### config.mk
export PLATFORM = sky130hd
export DESIGN_NAME = alu_share_arb
export DESIGN_NICKNAME = d
export VERILOG_FILES = /design/src/rtl/alu_share_arb.sv
export SDC_FILE = /design/constraint.sdc
export NUM_CORES = 1
export LEC_CHECK = 0
export CORE_AREA = 3 3 125 127
export CTS_CLUSTER_SIZE = 24
export DETAILED_ROUTE_END_ITERATION = 16
export DIE_AREA = 0 0 128 130
export PLACE_DENSITY = 0.81
export SYNTH_ARGS = -nofsm -noshare
export SYNTH_HDL_FRONTEND = slang
export SYNTH_SLANG_ARGS = --single-unit
### constraint.sdc
create_clock -name clk -period 4.7 [get_ports clk]
set_input_delay 1.41 -clock clk [delete_from_list [all_inputs] [get_ports clk]]
set_output_delay 1.41 -clock clk [all_outputs]
set_load 0.01 [all_outputs]
### src/rtl/alu_share_arb.sv
// ---------------------------------------------------------------------------
// alu_share_arb
//
// Shares one external combinational ALU between two requesters (typically the
// integer-execute pipe and the branch-compare/address unit). Requests are
// granted round-robin, registered into an EX stage that drives the ALU, and
// the ALU result is registered into a WB stage that returns it to the
// requester that issued it.
//
// Handshake semantics (both request and response sides):
//   A transfer happens on a rising clk edge when valid and ready are both high.
//   valid must not depend on ready. Once valid is raised, the payload stays
//   stable until the transfer. ready may depend on valid.
//
// Ports:
//   clk, rst               clock (rising edge), async active-high reset
//   rX_valid / rX_ready    request handshake for requester X (0 or 1)
//   rX_a, rX_b, rX_op      request operands and ALU op
//   rX_rsp_valid / _ready  response handshake for requester X
//   rX_rsp_c               result (0 when rX_rsp_valid is low)
//   alu_a, alu_b, alu_op   drive to the external ALU
//   alu_c                  combinational ALU result
//   busy                   EX or WB holds a valid entry
// ---------------------------------------------------------------------------
module alu_share_arb #(
    parameter int               OP_W   = 5,
    parameter logic [OP_W-1:0]  NOP_OP = '0
) (
    input  logic            clk,
    input  logic            rst,

    input  logic            r0_valid,
    output logic            r0_ready,
    input  logic [31:0]     r0_a,
    input  logic [31:0]     r0_b,
    input  logic [OP_W-1:0] r0_op,
    output logic            r0_rsp_valid,
    input  logic            r0_rsp_ready,
    output logic [31:0]     r0_rsp_c,

    input  logic            r1_valid,
    output logic            r1_ready,
    input  logic [31:0]     r1_a,
    input  logic [31:0]     r1_b,
    input  logic [OP_W-1:0] r1_op,
    output logic            r1_rsp_valid,
    input  logic            r1_rsp_ready,
    output logic [31:0]     r1_rsp_c,

    output logic [31:0]     alu_a,
    output logic [31:0]     alu_b,
    output logic [OP_W-1:0] alu_op,
    input  logic [31:0]     alu_c,

    output logic            busy
);

    // EX stage
    logic            ex_valid;
    logic [31:0]     ex_a;
    logic [31:0]     ex_b;
    logic [OP_W-1:0] ex_op;
    logic            ex_own;

    // WB stage
    logic            wb_valid;
    logic [31:0]     wb_c;
    logic            wb_own;

    // Requester granted most recently; a tie goes to the other one.
    logic            last;

    logic            wb_free;
    logic            ex_adv;
    logic            ex_free;
    logic            grant0;
    logic            grant1;

    // WB can take a new entry when empty or when its owner consumes this cycle.
    always_comb begin
        wb_free = !wb_valid || (wb_own ? r1_rsp_ready : r0_rsp_ready);
        ex_adv  = ex_valid && wb_free;
        ex_free = !ex_valid || ex_adv;
    end

    // Round-robin grant: a lone requester always wins; on a tie the
    // requester that was not granted last wins.
    always_comb begin
        grant0 = ex_free && r0_valid && (!r1_valid || last);
        grant1 = ex_free && r1_valid && (!r0_valid || !last);
    end

    assign r0_ready = grant0;
    assign r1_ready = grant1;

    // EX stage and round-robin pointer
    always_ff @(posedge clk or posedge rst) begin
        if (rst) begin
            ex_valid <= 1'b0;
            ex_a     <= '0;
            ex_b     <= '0;
            ex_op    <= NOP_OP;
            ex_own   <= 1'b0;
            last     <= 1'b1;
        end else begin
            if (grant0 || grant1) begin
                ex_valid <= 1'b1;
                ex_a     <= grant1 ? r1_a  : r0_a;
                ex_b     <= grant1 ? r1_b  : r0_b;
                ex_op    <= grant1 ? r1_op : r0_op;
                ex_own   <= grant1;
                last     <= grant1;
            end else if (ex_adv) begin
                ex_valid <= 1'b0;
            end
        end
    end

    // WB stage: captures the ALU result when EX advances. Without an advance
    // a consumed entry simply empties; a stalled entry holds wb_c untouched.
    always_ff @(posedge clk or posedge rst) begin
        if (rst) begin
            wb_valid <= 1'b0;
            wb_c     <= '0;
            wb_own   <= 1'b0;
        end else begin
            if (ex_adv) begin
                wb_valid <= 1'b1;
                wb_c     <= alu_c;
                wb_own   <= ex_own;
            end else if (wb_valid && wb_free) begin
                wb_valid <= 1'b0;
            end
        end
    end

    // ALU drive: quiet operands and NOP when EX is empty.
    assign alu_a  = ex_valid ? ex_a  : '0;
    assign alu_b  = ex_valid ? ex_b  : '0;
    assign alu_op = ex_valid ? ex_op : NOP_OP;

    // Responses: only the owner of the WB entry ever sees it.
    assign r0_rsp_valid = wb_valid && !wb_own;
    assign r1_rsp_valid = wb_valid &&  wb_own;
    assign r0_rsp_c     = r0_rsp_valid ? wb_c : '0;
    assign r1_rsp_c     = r1_rsp_valid ? wb_c : '0;

    assign busy = ex_valid || wb_valid;

endmodule

==> results.json <==
{
  "total_leakage_power_nw": 3.81,
  "routedWlPerCell_um": 17.4,
  "endpoints_failing_setup": 0,
  "timing.critical_path.from_type": "primary input",
  "synth-xor-area-share_pct": 0,
  "groute.usage.overall_pct": 19.7,
  "worst-setup-path-type": "primary input to output port",
  "timing.reg2reg.worst_path_depth": 2,
  "post_dp_cell_area_mm2": 0.00905,
  "most-common-layout-cells": "313 x clkdlybuf4s50_1, 161 x mux2_2, 104 x dfrtp_1, 103 x and2_1, 32 x and3_1",
  "syn-mean-instance-area_um2": 12.5,
  "most_frequent_standard_cell_in_the_layout_excluding_fill_and_tap_cells": "clkdlybuf4s50_1",
  "arrival_worst_endpoint_ns": 3.12,
  "drt_first_iter_violations": 109,
  "initial_utilization_pct": 39.9,
  "clk_pin_slew_ns": 0.07,
  "net-switching-power_w": 0.00160,
  "final_instance_area_mm2": 0.00935,
  "grt_first_pass_wirelength_mm": 26.1,
  "synth_top_family_by_area": "multiplexers",
  "cts-root-to-sink-buffers": 2,
  "drt-vias-per-instance": 4.89,
  "synthSimpleGateAreaFrac_pct": 15.2,
  "antenna_found_initial": 0,
  "clock_sink_count": 106,
  "cts.htree.levels": 3,
  "tritoncts": "built",
  "design_power_total_w": 0.00510,
  "status": "completed",
  "switching_share_pct": 31.4,
  "drc_violations_left": 0,
  "cpMostUsedCell": "clkdlybuf4s50_1",
  "power.combinational.fraction_pct": 54.8,
  "antenna_cells": 0,
  "finalCritPeriodShare_pct": 96.3,
  "drv_cap": 0,
  "yosysUniqueCellTypes": 22,
  "wirelength_mm": 16.5,
  "synth.yosys.seq_area_share_pct": 45.8,
  "pwr-share-seq_pct": 30.3,
  "max_freq_ghz": 0.221,
  "post_synthesis_instance_total": 465,
  "finalMaxSlewViolations": 0,
  "chipHeight_um": 130,
  "rr_startpoint": "ex_valid$_DFFE_PP0P_",
  "holdBufCountCts": 0,
  "layout_cells_sized_above_1_pct": 26.5,
  "die_width_um": 128,
  "antenna_violating_nets_post_route": 0,
  "io_buffers": 313,
  "power_per_cell_area_mw_per_mm2": 545,
  "clock_tree.root_cell": "clkbuf_16",
  "worst_setup_path_startpoint": "r1_rsp_ready",
  "r2r_end": "wb_c[10]$_DFFE_PP0P_",
  "worstMarginPinSlew_ns": 1.08,
  "crit_path_cell_trace": "clkdlybuf4s50_1 > mux2i_4 > nand3_1 > and2_1 > clkdlybuf4s50_1",
  "global_route.overflow_total": 0,
  "cts_setup_buffers": 0,
  "crit_end": "r1_ready",
  "post_synth_fa_ha_maj_area_fraction_pct": 0,
  "setup.reg_to_reg.worst_slack_ns": 2.12,
  "pin_count_of_the_biggest_net_entering_global_routing": 76,
  "ctsResizeCount": 0,
  "critPathCaptureType": "output port",
  "critical_path_buf_inv_count": 2,
  "post_synthesis_compound_gate_area_fraction_pct": 1.34,
  "hold_viol_final": 0,
  "die_area_mm2": 0.0166,
  "detailedRoute.firstPassIterationCount": 4,
  "timing.slew.headroom_pct": 27.8,
  "grt_pass1_vias": 4997,
  "required_ns": 3.29,
  "syn_nets": 641,
  "critical_path_peak_fanout": 5,
  "flops_latches_synth": 106,
  "critical_path_cell_count": 5,
  "pin_count": 314,
  "synth-warning-count": 0,
  "cts_inserted_buffers": 9,
  "synth.area.mux_share_pct": 34.2,
  "rsz0062_at_grt": "false",
  "worst_skew_pair.late_latency_ns": 0.34,
  "final.setup_skew_ns": 0.00638,
  "rows": 44,
  "critical_path.top_delay_family": "buffers and inverters",
  "crit_path_max_incr_delay_ns": 0.53,
  "power.internal_w": 0.00350,
  "fp.coreArea_mm2": 0.0145,
  "globalplace.congestion": 0.798,
  "mapped_area_mm2": 0.00580,
  "detailroute.via_count": 4643,
  "worstHoldPathType": "register to register",
  "finish.net_count": 937,
  "layout_min_cycle_time_ns": 4.53,
  "vdd_ir_drop_max_mv": 0.251,
  "area_growth_syn_to_layout_pct": 61.3,
  "p_clk_share_pct": 15.0,
  "place_hpwl_mm": 12.7,
  "setup_total_negative_slack_ns": 0,
  "critical-path-slowest-cell": "clkdlybuf4s50_1"
}
-- how the worst min path moves through the flow --
stage                            to  depth (start not counted)            startpoint  slack, ns
2_1_floorplan    ex_own$_DFFE_PP0P_                          1    ex_own$_DFFE_PP0P_       0.46
3_3_place_gp   ex_b[16]$_DFFE_PP0P_                          1  ex_b[16]$_DFFE_PP0P_       0.48
3_5_place_dp   ex_op[1]$_DFFE_PP0P_                          1  ex_op[1]$_DFFE_PP0P_       0.48
4_1_cts        ex_op[4]$_DFFE_PP0P_                          1  ex_op[4]$_DFFE_PP0P_       0.50
5_1_grt        ex_op[4]$_DFFE_PP0P_                          1  ex_op[4]$_DFFE_PP0P_       0.52
6_report       ex_b[16]$_DFFE_PP0P_                          1  ex_b[16]$_DFFE_PP0P_       0.50
-- state kept, by name (all words and copies together), names as in the netlist --
register,flops
ex_op,5
wb_c,32
last,1
wb_own,1
ex_own,1
ex_b,32
ex_valid,1
ex_a,32
wb_valid,1
-- worst register-to-register path, stage by stage (launching register included) --
cell      delay [ns]
dfrtp_2         1.04
a21boi_4        0.99
mux2_2          0.43
-- through the flow --
stage | util (%) | cells | hold WS (ns) | setup WS, ns
after detailed placement | 62.2 | 934 | 0.484 | 0.176
after global routing | 64.4 | 950 | 0.515 | 0.103
after floorplan | - | 465 | 0.461 | 0.503
after global placement | 62.2 | 934 | 0.481 | 0.211
final | 64.4 | 950 | 0.500 | 0.174
after CTS | 64.4 | 950 | 0.504 | 0.176
-- cell usage after synthesis (all sizes together) --
cell	count	area, um^2
nand2	1	3.75
a31o	1	8.76
or2	1	6.26
nand3	1	5.00
mux2	171	1960
buf	17	124
and3	32	200
nor2	2	7.51
dfrtp	105	2630
and2	103	644
dfstp	1	26.3
a21boi	2	22.5
inv	2	7.51
a22o	2	17.5
nor2b	2	12.5
a31oi	1	21.3
clkbuf	19	71.3
mux2i	1	22.5
a21o	1	7.51
-- kinds of logic (layout without fill, tap and decap cells) --
logic type / count (synthesis) / count (layout)
AND/OR/NAND/NOR: 142 / 142
buffers and inverters: 38 / 339
AO/OA/AOI/OAI: 7 / 7
multiplexers: 172 / 172
flip-flops: 106 / 106
-- area by class of cell --
cell class | instances | area [um^2]
Tap cell | 184 | 230
Clock inverter | 4 | 50.0
Timing Repair Buffer | 321 | 3190
Clock buffer | 12 | 256
Sequential cell | 106 | 2660
Inverter | 2 | 10.0
Fill cell | 1116 | 5180
Multi-Input combinational cell | 321 | 2960
-- power by group through the flow --
stage,Sequential (W),Clock (W),Combinational [W]
after floorplan,0.00145,0,0.00149
after CTS,0.00155,0.000787,0.00284
final,0.00154,0.000763,0.00279
after global placement,0.00152,0,0.00278
after detailed placement,0.00156,0,0.00283
after global routing,0.00161,0.000821,0.00299
-- routing by layer --
layer / share of wire, % / vias up / track usage (%)
met5: 0 / - / 0
met4: 1.8 / 0 / 6.24
met3: 7.9 / 18 / 5.40
met2: 53 / 203 / 36.0
met1: 37 / 2237 / 22.5
li1: - / 2185 / -
Note: power is estimated with default switching activity, not from simulation.
